<file path="src/rtl/rle_encoder_pkg.sv">
// Shared types and constants for the zero run-length encoder: token codes,
// block geometry and the packed FIFO entry carried between encoder and serializer.
package rle_pkg;

   localparam int BLK_N   = 64;
   localparam int ZRL_RUN = 15;
   localparam int COEF_W  = 10;
   localparam int RUN_W   = 4;
   localparam int IDX_W   = $clog2(BLK_N);

   typedef enum logic [1:0] {
      TOK_DC  = 2'd0,
      TOK_AC  = 2'd1,
      TOK_ZRL = 2'd2,
      TOK_EOB = 2'd3
   } tok_t;

   typedef enum logic [1:0] {
      IDLE = 2'd0,
      ZRL  = 2'd1,
      TOK  = 2'd2
   } ser_state_t;

   // zrl = number of 16-zero ZRL tokens to emit ahead of the entry's own token
   typedef struct packed {
      logic [1:0]        zrl;
      tok_t              tok;
      logic [RUN_W-1:0]  run;
      logic [COEF_W-1:0] level;
   } rle_entry_t;

   function automatic rle_entry_t mk_entry(input logic [1:0]        zrl,
                                           input tok_t              tok,
                                           input logic [RUN_W-1:0]  run,
                                           input logic [COEF_W-1:0] level);
      rle_entry_t e;
      e.zrl   = zrl;
      e.tok   = tok;
      e.run   = run;
      e.level = level;
      return e;
   endfunction

   function automatic ser_state_t entry_state(input rle_entry_t e);
      return (e.zrl != 2'd0) ? ZRL : TOK;
   endfunction

endpackage

</file>
<file path="src/rtl/rle_encoder_if.sv">
// Coefficient input stream and token output stream of the run-length encoder.
interface rle_encoder_if #(parameter int DW = rle_pkg::COEF_W);
   import rle_pkg::*;

   logic          vld_in;
   logic [DW-1:0] din;
   logic          vld_out;
   tok_t          tok_type;
   logic [3:0]    run;
   logic [DW-1:0] level;
   logic          ovf;

   modport master (
      output vld_in, din,
      input  vld_out, tok_type, run, level, ovf
   );

   modport slave (
      input  vld_in, din,
      output vld_out, tok_type, run, level, ovf
   );

endinterface

</file>
<file path="src/rtl/rle_encoder_sync_fifo.sv">
// Single-clock FIFO with occupancy counter; a push while full is dropped
// unless a pop happens in the same cycle.
module sync_fifo #(
   parameter  int WIDTH = 8,
   parameter  int DEPTH = 8,
   localparam int AW    = $clog2(DEPTH)
) (
   input  logic             clk,
   input  logic             rst,
   input  logic             push,
   input  logic             pop,
   input  logic [WIDTH-1:0] wdata,
   output logic [WIDTH-1:0] rdata,
   output logic             full,
   output logic             empty
);

   logic [WIDTH-1:0] mem [DEPTH];
   logic [AW-1:0]    wr_ptr;
   logic [AW-1:0]    rd_ptr;
   logic [AW:0]      cnt;
   logic             wr_en;
   logic             rd_en;

   assign full  = (cnt == (AW+1)'(DEPTH));
   assign empty = (cnt == '0);
   assign wr_en = push && (!full || pop);
   assign rd_en = pop && !empty;
   assign rdata = mem[rd_ptr];

   always_ff @(posedge clk) begin
      if (wr_en) begin
         mem[wr_ptr] <= wdata;
      end
   end

   always_ff @(posedge clk) begin
      if (rst) begin
         wr_ptr <= '0;
         rd_ptr <= '0;
         cnt    <= '0;
      end else begin
         if (wr_en) begin
            wr_ptr <= wr_ptr + AW'(1);
         end
         if (rd_en) begin
            rd_ptr <= rd_ptr + AW'(1);
         end
         unique case ({wr_en, rd_en})
            2'b10:   cnt <= cnt + (AW+1)'(1);
            2'b01:   cnt <= cnt - (AW+1)'(1);
            default: cnt <= cnt;
         endcase
      end
   end

endmodule

</file>
<file path="src/rtl/rle_encoder.sv">
// Zero run-length encoder: turns 64 zig-zag coefficients per block into
// DC / AC(run, level) / ZRL / EOB tokens through a small entry FIFO.
//
// state | meaning
// IDLE  | nothing being expanded; pop an entry as soon as the FIFO has one
// ZRL   | emitting the popped entry's leading ZRL tokens, rem_q left
// TOK   | emitting the entry's own token; chain straight into the next entry
module rle_encoder
   import rle_pkg::*;
#(
   parameter int FIFO_DEPTH = 8,
   parameter int DW         = COEF_W
) (
   input  logic         clk,
   input  logic         rst,
   rle_encoder_if.slave bus
);

   localparam int EW = $bits(rle_entry_t);

   logic [IDX_W-1:0] idx_q;
   logic [IDX_W-1:0] idx_d;
   logic [IDX_W-1:0] zcnt_q;
   logic [IDX_W-1:0] zcnt_d;
   logic             push;
   rle_entry_t       push_entry;

   logic             pop;
   logic [EW-1:0]    rdata_raw;
   rle_entry_t       pop_entry;
   logic             full;
   logic             empty;

   ser_state_t       state_q;
   ser_state_t       state_d;
   logic [1:0]       rem_q;
   logic [1:0]       rem_d;
   rle_entry_t       cur_q;
   rle_entry_t       cur_d;

   logic             vld_out_q;
   logic             vld_out_d;
   tok_t             tok_q;
   tok_t             tok_d;
   logic [3:0]       run_q;
   logic [3:0]       run_d;
   logic [DW-1:0]    level_q;
   logic [DW-1:0]    level_d;
   logic             ovf_q;

   // Block scan: one entry per nonzero AC, a DC at idx 0 and an EOB only when
   // the block ends on a zero, so trailing zeros never become ZRL tokens.
   always_comb begin
      idx_d      = idx_q;
      zcnt_d     = zcnt_q;
      push       = 1'b0;
      push_entry = mk_entry(2'd0, TOK_DC, '0, '0);
      if (bus.vld_in) begin
         idx_d = idx_q + IDX_W'(1);
         if (idx_q == '0) begin
            push       = 1'b1;
            push_entry = mk_entry(2'd0, TOK_DC, '0, bus.din);
            zcnt_d     = '0;
         end else if (bus.din != '0) begin
            push       = 1'b1;
            push_entry = mk_entry(zcnt_q[IDX_W-1 -: 2], TOK_AC,
                                  zcnt_q[RUN_W-1:0], bus.din);
            zcnt_d     = '0;
         end else begin
            zcnt_d = zcnt_q + IDX_W'(1);
            if (idx_q == IDX_W'(BLK_N - 1)) begin
               push       = 1'b1;
               push_entry = mk_entry(2'd0, TOK_EOB, '0, '0);
            end
         end
      end
   end

   sync_fifo #(
      .WIDTH (EW),
      .DEPTH (FIFO_DEPTH)
   ) u_fifo (
      .clk   (clk),
      .rst   (rst),
      .push  (push),
      .pop   (pop),
      .wdata (push_entry),
      .rdata (rdata_raw),
      .full  (full),
      .empty (empty)
   );

   assign pop_entry = rle_entry_t'(rdata_raw);

   always_comb begin
      state_d   = state_q;
      rem_d     = rem_q;
      cur_d     = cur_q;
      pop       = 1'b0;
      vld_out_d = 1'b0;
      tok_d     = TOK_DC;
      run_d     = '0;
      level_d   = '0;
      unique case (state_q)
         IDLE: begin
            if (!empty) begin
               pop     = 1'b1;
               cur_d   = pop_entry;
               rem_d   = pop_entry.zrl;
               state_d = entry_state(pop_entry);
            end
         end
         ZRL: begin
            vld_out_d = 1'b1;
            tok_d     = TOK_ZRL;
            run_d     = 4'(ZRL_RUN);
            rem_d     = rem_q - 2'd1;
            if (rem_q == 2'd1) begin
               state_d = TOK;
            end
         end
         TOK: begin
            vld_out_d = 1'b1;
            tok_d     = cur_q.tok;
            run_d     = cur_q.run;
            level_d   = cur_q.level;
            // popping here keeps one token per cycle for runs of zrl=0 entries
            if (!empty) begin
               pop     = 1'b1;
               cur_d   = pop_entry;
               rem_d   = pop_entry.zrl;
               state_d = entry_state(pop_entry);
            end else begin
               state_d = IDLE;
            end
         end
         default: begin
            state_d = IDLE;
         end
      endcase
   end

   always_ff @(posedge clk) begin
      if (rst) begin
         idx_q     <= '0;
         zcnt_q    <= '0;
         state_q   <= IDLE;
         rem_q     <= '0;
         cur_q     <= mk_entry(2'd0, TOK_DC, '0, '0);
         vld_out_q <= 1'b0;
         tok_q     <= TOK_DC;
         run_q     <= '0;
         level_q   <= '0;
         ovf_q     <= 1'b0;
      end else begin
         idx_q     <= idx_d;
         zcnt_q    <= zcnt_d;
         state_q   <= state_d;
         rem_q     <= rem_d;
         cur_q     <= cur_d;
         vld_out_q <= vld_out_d;
         tok_q     <= tok_d;
         run_q     <= run_d;
         level_q   <= level_d;
         if (push && full && !pop) begin
            ovf_q <= 1'b1;
         end
      end
   end

   assign bus.vld_out  = vld_out_q;
   assign bus.tok_type = tok_q;
   assign bus.run      = run_q;
   assign bus.level    = level_q;
   assign bus.ovf      = ovf_q;

endmodule

</file>
<file path="src/flat_wrapper.sv">
// flat-port wrapper written by rule: the top's interface ports become plain ports
module rle_encoder_flat import rle_pkg::*;
#(
   parameter int FIFO_DEPTH = 8,
   parameter int DW         = COEF_W
)
  (clk, rst, bus_vld_in, bus_din, bus_vld_out, bus_tok_type, bus_run, bus_level, bus_ovf);
  rle_encoder_if #(.DW(DW)) bus_i ();
  input  logic clk;
  input  logic rst;
  input wire logic [$bits(bus_i.vld_in)-1:0] bus_vld_in;
  input wire logic [$bits(bus_i.din)-1:0] bus_din;
  output wire logic [$bits(bus_i.vld_out)-1:0] bus_vld_out;
  output wire logic [$bits(bus_i.tok_type)-1:0] bus_tok_type;
  output wire logic [$bits(bus_i.run)-1:0] bus_run;
  output wire logic [$bits(bus_i.level)-1:0] bus_level;
  output wire logic [$bits(bus_i.ovf)-1:0] bus_ovf;
  assign bus_i.vld_in = bus_vld_in;
  assign bus_i.din = bus_din;
  assign bus_vld_out = bus_i.vld_out;
  assign bus_tok_type = bus_i.tok_type;
  assign bus_run = bus_i.run;
  assign bus_level = bus_i.level;
  assign bus_ovf = bus_i.ovf;
  rle_encoder #(.FIFO_DEPTH(FIFO_DEPTH), .DW(DW)) u_core (.clk(clk), .rst(rst), .bus(bus_i));
endmodule
</file>
<file path="config.mk">
export PLATFORM = sky130hd
export DESIGN_NAME = rle_encoder_flat
export DESIGN_NICKNAME = d
export VERILOG_FILES = /design/src/rtl/rle_encoder_pkg.sv /design/src/rtl/rle_encoder_if.sv /design/src/rtl/rle_encoder_sync_fifo.sv /design/src/rtl/rle_encoder.sv /design/src/flat_wrapper.sv
export SDC_FILE = /design/constraint.sdc
export NUM_CORES = 1
export LEC_CHECK = 0
export CORE_MARGIN = 5
export CORE_UTILIZATION = 65
export DETAILED_ROUTE_END_ITERATION = 6
export MAX_ROUTING_LAYER = met4
export PLACE_DENSITY = 0.85
export SYNTH_ARGS = -nofsm -noshare
export SYNTH_HDL_FRONTEND = slang
export SYNTH_HIERARCHICAL = 1
export SYNTH_SLANG_ARGS = --single-unit
export TNS_END_PERCENT = 30
</file>
<file path="constraint.sdc">
create_clock -name clk -period 5.87 [get_ports clk]
set_input_delay 0.587 -clock clk [delete_from_list [all_inputs] [get_ports clk]]
set_output_delay 0.587 -clock clk [all_outputs]
set_load 0.02 [all_outputs]
</file>
==> run summary <==
For the worst-skew pair, the clock arrives at the later sink with an insertion delay of 0.50 ns. 0 antenna diodes ended up in the layout. In this run the power density over the cells is 414 nW/um^2. In this run the critical register-to-register path is captured at u_core/u_fifo/cnt[2]$_SDFFE_PP0P_. The logs give 1.80 ns for the minimum setup slack among reg-to-reg paths and 14900 sq um for the area enclosed by the die boundary. TritonCTS built the clock tree. The tools report the number of primary I/O pins as 31. For this design the static power due to leakage is 3.14 nW. The floorplan die height was 122 microns. The first detailed-routing pass ran for 5 iterations. The total internal power came out at 2.75 mW. The post-place setup slack is 1.76 ns. The net switching power figure came out at 1.11 mW. Commonest non-fill, non-tap cell in the layout: sky130_fd_sc_hd__edfxtp_1. The number of cell instances on the worst register-to-register path was 12; the number of enable flip-flop cells after synthesis was 144.

For this block, the initial DRC count from the detailed router was 384. Entering global routing, the biggest net connects 48 pins. The region available for standard cell placement spans 12500 sq um. For the setup TNS, the log shows 0 ns. The worst path uses 69.3% of the clock period. The tools report the total congestion overflow after global routing as 0.

The tools report the headroom to the max-slew limit as 27.1%. The number of hold buffers added after CTS was 0. Count of antenna-violating nets left after detailed routing: 0. The final hold violation count was 0; the count of vias placed by the detailed router was 4546.

The capturing element type of the critical path is a flip-flop. For the sequential power share, the log shows 45.9%. For the pin with the worst max-slew slack, the measured transition is 1.09 ns. For this configuration, the core starts out at a cell density of 65.6%. In this run the post-CTS setup repair buffer count came out at 0. The tree is rooted in a sky130_fd_sc_hd__clkbuf_16.

The via count of the first global-routing pass was 4673; the number of nets in the layout was 588. In this run the core area contains 41 standard-cell rows. In the synthesized netlist the dominant register cell turns out to be sky130_fd_sc_hd__edfxtp_1. Data on the critical path is required at its endpoint by 6.29 ns. The post-CTS clock slew at the launch and capture registers of the worst setup and hold paths is 0.06 ns. The total number of H-tree levels is 1, and the share of final-layout standard cells stronger than drive strength 1 is 21.0%.

Across the routed clock network, the largest skew measured is 0.00915 ns. Routability congestion estimate from global placement: 0.846. The tools report the number of fillers in the final layout as 696.

Summed over all layers, the routed wires come to 16600 microns. Summing internal, switching and leakage power gives 3.86 mW. Final core utilization: 74.7%. The run finished with clean final reports. The post-placement cell count is 711. Across the run, the number of max-cap violations was 0. Counting flops and latches in the post-synthesis netlist gives 207. The HPWL after detailed placement is 9730 microns. Across the VDD grid, the largest voltage drop is 301 uV. The count of cell types in the netlist is 47, and the minimum setup slack in the final design is 1.80 ns. The maximum fanout along the worst path is 22.

The total of warnings raised by yosys was 6; the fraction of power spent switching nets was 28.7%. Synthesis produced a netlist with a net count of 550. During placement, the flow inserted port buffers numbering 30. In the layout the commonest cells are 144 x sky130_fd_sc_hd__edfxtp_1, 62 x sky130_fd_sc_hd__dfxtp_1, 45 x sky130_fd_sc_hd__nand2_1, 36 x sky130_fd_sc_hd__mux4_2. The first global-routing pass estimated 25600 microns of wire.

In this run the cell area of the synthesized design comes to 8180 sq um. In this run, CTS created clock tree buffers numbering 21. The share of total power dissipated in combinational logic is 22.7%. Wire length per cell after detailed routing: 22.2 microns. Across all hold checks on the routed design, the worst slack comes to 0.453 ns. The number of antenna violations at the first check in global routing is 0, and the average cell area after synthesis is 15.6 sq um. Once placement finished, the instance area stood at 8680 sq um. The tools report the number of sinks driven by the clock tree as 207.

Along the worst hold path, the cell count comes to 2. Subtracting the final worst setup slack from the clock period gives 4.07 ns. At the worst endpoint, the arrival time is 4.49 ns.

Global routing used 23.8% of the available tracks. The final count of negative-setup-slack endpoints is 0. Relative to the synthesized area, the layout overhead comes to 13.9%. Kind of start point of the critical path: a flip-flop.

The worst hold path begins at u_core/cur_q[3]$_SDFFE_PP0P_. For the maximum clock path buffer count, the log shows 3. The type of the worst setup path was flip-flop to flip-flop. The post-cts gate resize count was 0; the peak clock frequency supported by timing was 246 MHz.

In the routed layout, each cell is associated on average with a via count of 6.07. The worst hold path belongs to the class flip-flop to flip-flop. For the total count of max-transition violations in the final report, the log shows 0. From left edge to right edge, the die measures 122 microns.

The tools report the DRC violations left as 0. Setup repair after global routing left no endpoint under its margin. For hold timing, the worst endpoint is u_core/cur_q[3]$_SDFFE_PP0P_.

Of all flip-flops after synthesis, the portion carrying an async set or reset was 0%. The logs give 68.3% for the sequential cell area fraction in the yosys report and 31.4% for the power share of the clock group. After routing the design area is 9320 sq um. The worst register-to-register path begins at u_core/state_q[0]$_SDFFE_PP0P_. After technology mapping, the gate count stands at 524. Excluding fillers, the count of instances in the completed layout stands at 749.
## cells in the mapped netlist (all sizes together), types with 7 or more instances
library cell  count  area (sq um)
ha               13           163
a21oi            31           166
xor2             11          96.3
dfxtp            63          1260
o21ai             7          46.3
inv              11          41.3
nand2            45           169
mux4             36           811
edfxtp          144          4320
buf              12          67.6
clkbuf           14          52.6
mux2             20           225
nor3             11          75.1
and2             27           169
nor2             29           111
## flip-flops by register name, indices dropped and copies added, names as in the netlist, 3 cells and up, named ones only
signal	cells
u_core/u_fifo/cnt	4
u_core/bus.run	4
u_core/cur_q	16
u_core/u_fifo/mem	144
u_core/bus.level	10
u_core/zcnt_q	6
u_core/idx_q	6
u_core/u_fifo/rd_ptr	3
u_core/u_fifo/wr_ptr	3
## layout make-up
cell class / count / area, sq um / area share [%]
Clock buffer: 26 / 567 / 6.08
Clock inverter: 12 / 67.6 / 0.725
Inverter: 11 / 41.3 / 0.443
Multi-Input combinational cell: 280 / 2450 / 26.4
Sequential cell: 207 / 5590 / 60.0
Tap cell: 172 / 215 / 2.31
Timing Repair Buffer: 41 / 383 / 4.11
## power groups by stage
stage	registers (mW)	logic, mW	clock network [mW]
6_report	1.77	0.876	1.21
5_1_grt	1.78	0.952	1.30
4_1_cts	1.77	0.876	1.23
3_5_place_dp	1.80	0.855	0
3_3_place_gp	1.78	0.811	0
2_1_floorplan	1.78	0.662	0
## cells by family (layout without fill, tap and decap cells)
| group | after synthesis | count (layout) | share of synthesized area (%) |
|---|---|---|---|
| adder cells (fa/ha/maj) | 13 | 13 | 1.99 |
| AND/OR/NAND/NOR | 144 | 144 | 9.29 |
| AO/OA/AOI/OAI | 48 | 48 | 3.66 |
| XOR/XNOR | 15 | 15 | 1.61 |
| multiplexers | 60 | 60 | 13.2 |
| buffers and inverters | 37 | 90 | 1.97 |
| flip-flops | 207 | 207 | 68.3 |
## worst max-delay path, cell delays in order (launching register included)
cell and delay [ns]:
sky130_fd_sc_hd__dfxtp_1 0.40, sky130_fd_sc_hd__inv_1 0.09, sky130_fd_sc_hd__ha_1 0.35, sky130_fd_sc_hd__o21bai_2 0.69, sky130_fd_sc_hd__inv_1 0.59, sky130_fd_sc_hd__o21ai_4 0.46
sky130_fd_sc_hd__ha_1 0.33, sky130_fd_sc_hd__xor2_1 0.21, sky130_fd_sc_hd__ha_1 0.18, sky130_fd_sc_hd__a21oi_1 0.05, sky130_fd_sc_hd__xor2_1 0.17, sky130_fd_sc_hd__or3_1 0.31
sky130_fd_sc_hd__a21oi_1 0.16
## how the worst max path moves through the flow
stage / to / start / cells past startpoint / slack [ns]
floorplan: u_core/u_fifo/mem[0][0]$_DFFE_PP_ / u_core/idx_q[0]$_SDFFE_PP0P_ / 8 / 1.91
global placement: u_core/u_fifo/cnt[3]$_SDFFE_PP0P_ / bus_din[4] / 10 / 1.94
detailed placement: u_core/u_fifo/cnt[3]$_SDFFE_PP0P_ / bus_din[4] / 10 / 1.76
CTS: u_core/u_fifo/cnt[2]$_SDFFE_PP0P_ / u_core/state_q[0]$_SDFFE_PP0P_ / 12 / 1.86
global route: u_core/u_fifo/cnt[2]$_SDFFE_PP0P_ / u_core/state_q[0]$_SDFFE_PP0P_ / 12 / 1.55
finish: u_core/u_fifo/cnt[2]$_SDFFE_PP0P_ / u_core/state_q[0]$_SDFFE_PP0P_ / 12 / 1.80
## layer usage
layer	global-route usage (%)	up-vias	share of wire (%)
li1	-	2035	-
met3	3.85	39	7.6
met4	10.1	0	3.7
met1	28.6	2258	36
met5	-	-	0
met2	40.4	214	53
(Power assumes the default switching activity.)
